**src/rtl/fdivsqrt_result_buffer.sv**
```systemverilog
// rtl/fdivsqrt_result_buffer.sv - two-entry FIFO decoupling divide/sqrt results from rounding/writeback
// Optional same-cycle bypass when empty: define FDIVSQRT_RESULT_BYPASS_EN.
module fdivsqrt_result_buffer #(
  parameter int QMW  = 66,
  parameter int QEW  = 13,
  parameter int XLEN = 64,
  parameter int TAGW = 5
) (
  input  logic            clk,
  input  logic            reset,
  input  logic            Flush,
  input  logic            InValid,
  output logic            InReady,
  input  logic [QMW-1:0]  QmIn,
  input  logic [QEW-1:0]  QeIn,
  input  logic            StickyIn,
  input  logic [XLEN-1:0] IntResIn,
  input  logic            IntOpIn,
  input  logic [TAGW-1:0] TagIn,
  output logic            OutValid,
  input  logic            OutReady,
  output logic [QMW-1:0]  QmOut,
  output logic [QEW-1:0]  QeOut,
  output logic            StickyOut,
  output logic [XLEN-1:0] IntResOut,
  output logic            IntOpOut,
  output logic [TAGW-1:0] TagOut,
  output logic            DropErr
);

  typedef enum logic [1:0] {
    EMPTY = 2'd0,
    ONE   = 2'd1,
    FULL  = 2'd2
  } state_e;

  typedef struct packed {
    logic [QMW-1:0]  qm;
    logic [QEW-1:0]  qe;
    logic            sticky;
    logic [XLEN-1:0] int_res;
    logic            int_op;
    logic [TAGW-1:0] tag;
  } entry_t;

  state_e state_q, state_d;
  logic   rd_ptr_q, rd_ptr_d;
  logic   wr_ptr_q, wr_ptr_d;
  logic   drop_err_q, drop_err_d;
  entry_t ent_q [2];
  entry_t in_ent;
  entry_t head;
  logic   wr_en;
  logic   push, pop, push_store, bypass;

  assign in_ent = '{qm: QmIn, qe: QeIn, sticky: StickyIn, int_res: IntResIn,
                    int_op: IntOpIn, tag: TagIn};

  // InReady is purely registered so the divider's start gating never sees OutReady.
  assign InReady = (state_q != FULL);
  assign push    = InValid & InReady;

`ifdef FDIVSQRT_RESULT_BYPASS_EN
  // An empty buffer hands a result straight through when the consumer is ready.
  assign bypass = (state_q == EMPTY) & InValid & OutReady & ~Flush;
`else
  assign bypass = 1'b0;
`endif

  assign OutValid   = (state_q != EMPTY) | bypass;
  assign pop        = OutValid & OutReady;
  assign push_store = push & ~bypass;
  assign head       = bypass ? in_ent : ent_q[rd_ptr_q];

  assign QmOut     = head.qm;
  assign QeOut     = head.qe;
  assign StickyOut = head.sticky;
  assign IntResOut = head.int_res;
  assign IntOpOut  = head.int_op;
  assign TagOut    = head.tag;
  assign DropErr   = drop_err_q;

  always_comb begin
    state_d    = state_q;
    rd_ptr_d   = rd_ptr_q;
    wr_ptr_d   = wr_ptr_q;
    wr_en      = 1'b0;
    drop_err_d = drop_err_q | (InValid & ~InReady & ~Flush);
    if (Flush) begin
      state_d  = EMPTY;
      rd_ptr_d = 1'b0;
      wr_ptr_d = 1'b0;
    end else begin
      case (state_q)
        EMPTY: begin
          if (push_store) begin
            state_d  = ONE;
            wr_en    = 1'b1;
            wr_ptr_d = ~wr_ptr_q;
          end
        end
        ONE: begin
          if (push_store) begin
            wr_en    = 1'b1;
            wr_ptr_d = ~wr_ptr_q;
          end
          if (pop) begin
            rd_ptr_d = ~rd_ptr_q;
          end
          if (push_store && !pop) begin
            state_d = FULL;
          end else if (pop && !push_store) begin
            state_d = EMPTY;
          end
        end
        FULL: begin
          if (pop) begin
            state_d  = ONE;
            rd_ptr_d = ~rd_ptr_q;
          end
        end
        default: begin
          state_d  = EMPTY;
          rd_ptr_d = 1'b0;
          wr_ptr_d = 1'b0;
        end
      endcase
    end
  end

  always_ff @(posedge clk) begin
    if (reset) begin
      state_q    <= EMPTY;
      rd_ptr_q   <= 1'b0;
      wr_ptr_q   <= 1'b0;
      drop_err_q <= 1'b0;
    end else begin
      state_q    <= state_d;
      rd_ptr_q   <= rd_ptr_d;
      wr_ptr_q   <= wr_ptr_d;
      drop_err_q <= drop_err_d;
    end
  end

  always_ff @(posedge clk) begin
    if (reset) begin
      for (int i = 0; i < 2; i++) begin
        ent_q[i] <= '0;
      end
    end else if (wr_en) begin
      ent_q[wr_ptr_q] <= in_ent;
    end
  end

endmodule

```
**config.mk**
```make
export PLATFORM = sky130hd
export DESIGN_NAME = fdivsqrt_result_buffer
export DESIGN_NICKNAME = d
export VERILOG_FILES = /design/src/rtl/fdivsqrt_result_buffer.sv
export SDC_FILE = /design/constraint.sdc
export NUM_CORES = 1
export LEC_CHECK = 0
export ABC_AREA = 1
export BUFFER_PORTS_ARGS = -buffer_cell sky130_fd_sc_hd__buf_4
export CAP_MARGIN = 0
export CORE_MARGIN = 2
export CORE_UTILIZATION = 30
export DETAILED_ROUTE_END_ITERATION = 12
export SLEW_MARGIN = 20
export SYNTH_ARGS = -nofsm -noshare
export SYNTH_HDL_FRONTEND = slang
export SYNTH_SLANG_ARGS = --single-unit
```
**constraint.sdc**
```tcl
create_clock -name clk -period 6.3 [get_ports clk]
set_clock_uncertainty 0.1 [all_clocks]
set_input_delay 0.315 -clock clk [delete_from_list [all_inputs] [get_ports clk]]
set_output_delay 0.315 -clock clk [all_outputs]
set_load 0.02 [all_outputs]
```
# Yosys cells after proc, flatten, opt, wreduce, memory -nomap -nowiden
# Memory sizes are Yosys's and may differ from the RTL's. A register that Yosys moved wholly into a read port is not among the register bits.
# Cells that the tools add are included.
[totals]
out_inout_bits = 153
word_cells = 59
inputBits = 155
n_memories = 1
ram_bits = 300
reg_bits = 5
[op_classes]
reduce_logical = 13
eq_ne = 8
bitwise = 11
mux = 22
[mem_list]
columns = ["memory", "depth", "width", "read_ports", "rd_clocked_by_memory_dff", "write_ports", "line_no", "source"]
rows = [
  ["ent_q", 2, 150, 1, 1, 2, "50", "entry_t ent_q [2];"],
]
[ops]
columns = ["op", "count"]
rows = [
  ["150-bit two-way mux", 1],
  ["150-bit OR reduction", 1],
  ["1-bit two-way mux", 14],
  ["2-bit two-way mux", 4],
  ["2-bit != test (second input constant)", 3],
  ["1-bit inverter", 6],
  ["2-bit one-hot mux with 3 select lines", 1],
  ["2-bit OR reduction", 3],
  ["1-bit AND", 4],
  ["2-bit by 1-bit != test with 1-bit output (second input constant)", 2],
  ["1-bit one-hot mux with 2 select lines", 2],
  ["2-bit AND reduction", 2],
  ["3-bit != test (second input constant)", 1],
  ["3-bit AND reduction", 1],
  ["2-bit by 1-bit == test with 1-bit output (second input constant)", 1],
  ["2-bit == test (second input constant)", 1],
  ["1-bit logical AND", 2],
  ["1-bit logical NOT", 2],
  ["2-bit logical NOT", 1],
  ["2-bit nonzero test", 1],
  ["1-bit OR", 1],
]

# Depth between registers and ports, before layout
[logic_depth]
word_depth = 10
ltp_mapped = 9
ltp_nobuf = 9

# Worst setup path after synthesis
# OpenSTA, ideal clock, no wires.
[synth_timing]
kind = "register to register"
startpoint = "reg state_q[0]"
endpoint = "mem ent_q[0][0] (netlist name), enable pin"
synth_period_minus_slack_ns = 5.173
arrival_time_ns = 4.557
n_path_buf = 2
required_ns = 5.685
path_slack_ns = 1.127
setup_ns = 0.515
path_stages_with_launch = 8
cell_sequence = "dfxtp_1 inv_1 ha_1 nor2_4 nand3_1 buf_2 buf_2 nand2_1"
[synth_lines]
columns = ["element", "line_no", "source"]
rows = [
  ["from (decl)", "46", "state_e state_q, state_d;"],
  ["from (signal assigned)", "138", "state_q <= state_d;"],
  ["to (decl)", "50", ""],
]

==> results by group <==
Setup path
  – Reg2Reg Depth: 6
  – Worst reg2reg startpoint: state_q[0]
  – Max FO, Critical Path: 68
  – End of the worst register-to-register path: ent_q[1][116]
  – CP required: 6.34 ns
  – WS Path Type: reg -> reg
  – Worst Path Arrival: 3.26 ns
  – R2R Setup Slk: 3.08 ns
  – CP Launch Type: register
  – CP endpoint kind: register

Timing
  – Max-slew violation count: 0
  – Slew @ Worst Pin: 1.01 ns
  – Tcrit/Tclk final: 0.512
  – Count of final hold-check violations: 0
  – Fin crit period: 3.22 ns
  – Slew HR: 0.328
  – Final setup TNS: 0 ns
  – Unrepaired setup endpoints after global routing: false
  – Setup Viol. Count Final: 0
  – F_max: 0.310 GHz

CTS
  – Sink Count: 306
  – Post-CTS setup buffer count: 0
  – CTS tree: yes
  – Clock Path Buffers: 3
  – Max H-tree Level: 2
  – Total CTS buffers: 36
  – Clk slew on worst S/H paths: 0.06 ns
  – Worst-Skew Late Latency: 0.54 ns
  – Root buffer cell: clkbuf_16

Die
  – Initial Util: 0.304
  – Die Footprint: 45,200 sq um
  – Core Area: 43,000 sq um
  – Rows: 76
  – Die Y: 213 um
  – DIE WIDTH: 213 um
  – # IOs: 308

Power and ir drop
  – P_leak: 8.13 nW
  – Power Density: 264 nW/um^2
  – Pwr Total: 4.89 mW
  – Peak VDD IR: 0.196 mV

Synth
  – Mapped Avg Cell Area: 13.0 sq um
  – #FFs+latches synth: 306
  – Top cell type's share of synthesized area: 0.690
  – Yosys top cell by area: edfxtp_1
  – Netlist cell types: 20
  – Warnings, synthesis: 0
  – Cell area after synthesis: 13,100 sq um
  – Seq/Total Area, Yosys: 0.699
  – Mapped Nets: 1,161
  – Synth area leaders: edfxtp_1, mux2_2, nor2_1
  – Cells after Synth: 1,002

Global routing
  – Initial antenna violation count: 1
  – First-pass GRT wire length: 48,700 um
  – Largest net degree at the start of global routing: 72
  – Final global-route overflow total: 0
  – Vias in the first global route: 9,516
  – Total Routing Usage GR: 0.140

Min path
  – Hold WC Path Type: in -> reg
  – Hold path start: IntResIn[41]
  – Hold Crit Depth: 3
  – Hold Path End: ent_q[1][47]

Drt
  – DRC viols: 0
  – Wirelength per Cell: 15.4 um
  – Routed Antenna Nets: 0
  – First DRT Iteration DRCs: 431
  – DR vias/cell: 4.28
  – Final WL: 31,900 um
  – Vias: 8,858
  – DRT Pass-1 Iters: 5

Layout
  – Most frequent cells in the layout: buf_4, nor2_1, edfxtp_1
  – Most common cell after layout, fill and taps aside: buf_4
  – Final #Nets: 1,620
  – Fillers: 4,020
  – Share of layout cells above drive strength 1: 0.352
  – Area of the multi-input gates: 3080 sq um
  – Area grow syn2layout: 41.8%
  – Sequential Area: 9130 sq um

Place
  – Buffers on Ports: 307
  – Routability cong.: 0.776
  – Dpl hpwl: 19,000 um

Run
  – Max cap viols: 0

Run status
  – Outcome: completed
per-layer routing:
layer | GRT usage | part of all wire
met1 | 0.164 | 0.41
met2 | 0.239 | 0.49
met3 | 0.0385 | 0.069
met4 | 0.0603 | 0.031
met5 | 0 | 0
registers in the layout (all words and copies together) (netlist names), named ones only:
name,count
ent_q,300
state_q,2
DropErr,1
rd_ptr_q,1
wr_ptr_q,1
where the power goes:
group	switching (mW)	internal, mW
combinational	0.321	0.288
clock	0.816	1.08
sequential	0.0257	2.35
total	1.16	3.72
worst max path at each step:
stage / from / to / slack, ns / depth (start not counted)
floorplan: state_q[0] / ent_q[0][0] / 1.13 / 7
global placement: state_q[0] / ent_q[0][135] / 3.09 / 7
detailed placement: state_q[0] / ent_q[0][129] / 3.08 / 7
CTS: state_q[0] / ent_q[1][117] / 3.07 / 6
global route: state_q[0] / ent_q[0][71] / 2.85 / 7
finish: state_q[0] / ent_q[1][116] / 3.08 / 6
kinds of logic after synthesis:
family                     Yosys count  synth area share
DFF                                306             0.699
xor gates and xnor gates             1          0.000671
and+or+nand+nor                    325            0.0946
buffers and inverters              208            0.0680
adders and majority gates            4           0.00383
muxes                              150             0.129
AOI/OAI and AO/OA                    8           0.00460
final cells by class:
cell class | instances | share of cell area
Tap cell | 585 | 0.0395
Clock buffer | 46 | 0.0518
Inverter | 159 | 0.0322
Multi-Input combinational cell | 488 | 0.166
Sequential cell | 306 | 0.493
Clock inverter | 16 | 0.00520
Antenna cell | 1 | 0.000135
Timing Repair Buffer | 470 | 0.212
synth_stat cells:
master / count
a21oi_1: 2
a32o_1: 1
buf_2: 26
buf_6: 10
clkbuf_1: 13
dfxtp_1: 6
edfxtp_1: 300
ha_1: 4
inv_1: 158
inv_2: 1
mux2_2: 150
nand2_1: 12
nand3_1: 5
nor2_1: 306
nor2_2: 1
nor2_4: 1
o2111ai_2: 1
o211a_1: 1
o21ai_0: 3
xor2_1: 1
per-stage QoR:
| step | instance area (sq um) | worst slack [ns] | hold slack [ns] | utilization | instances |
|---|---|---|---|---|---|
| floorplan | 13100 | 1.13 | 0.377 | - | 1002 |
| CTS | 18500 | 3.07 | 0.000861 | 0.431 | 2070 |
| global route | 18500 | 2.85 | 0.0194 | 0.431 | 2070 |
| global placement | 15900 | 3.09 | 0.409 | 0.371 | 1855 |
| detailed placement | 15900 | 3.08 | 0.392 | 0.371 | 1855 |
| finish | 18500 | 3.08 | 0.0382 | 0.431 | 2071 |
critical path, cell delays in order, from the launching register on:
cell	delay, ns
dfxtp_1	0.40
inv_1	0.11
ha_1	0.28
nor2_4	0.21
o2111ai_4	0.41
nand2_4	0.42
buf_4	0.79
repair_timing:
item,CTS,global route
gates resized for setup,0,0
hold buffers,153,0
endpoints found under the hold margin,292,0
No activity file was read; power rests on OpenSTA's default activity.
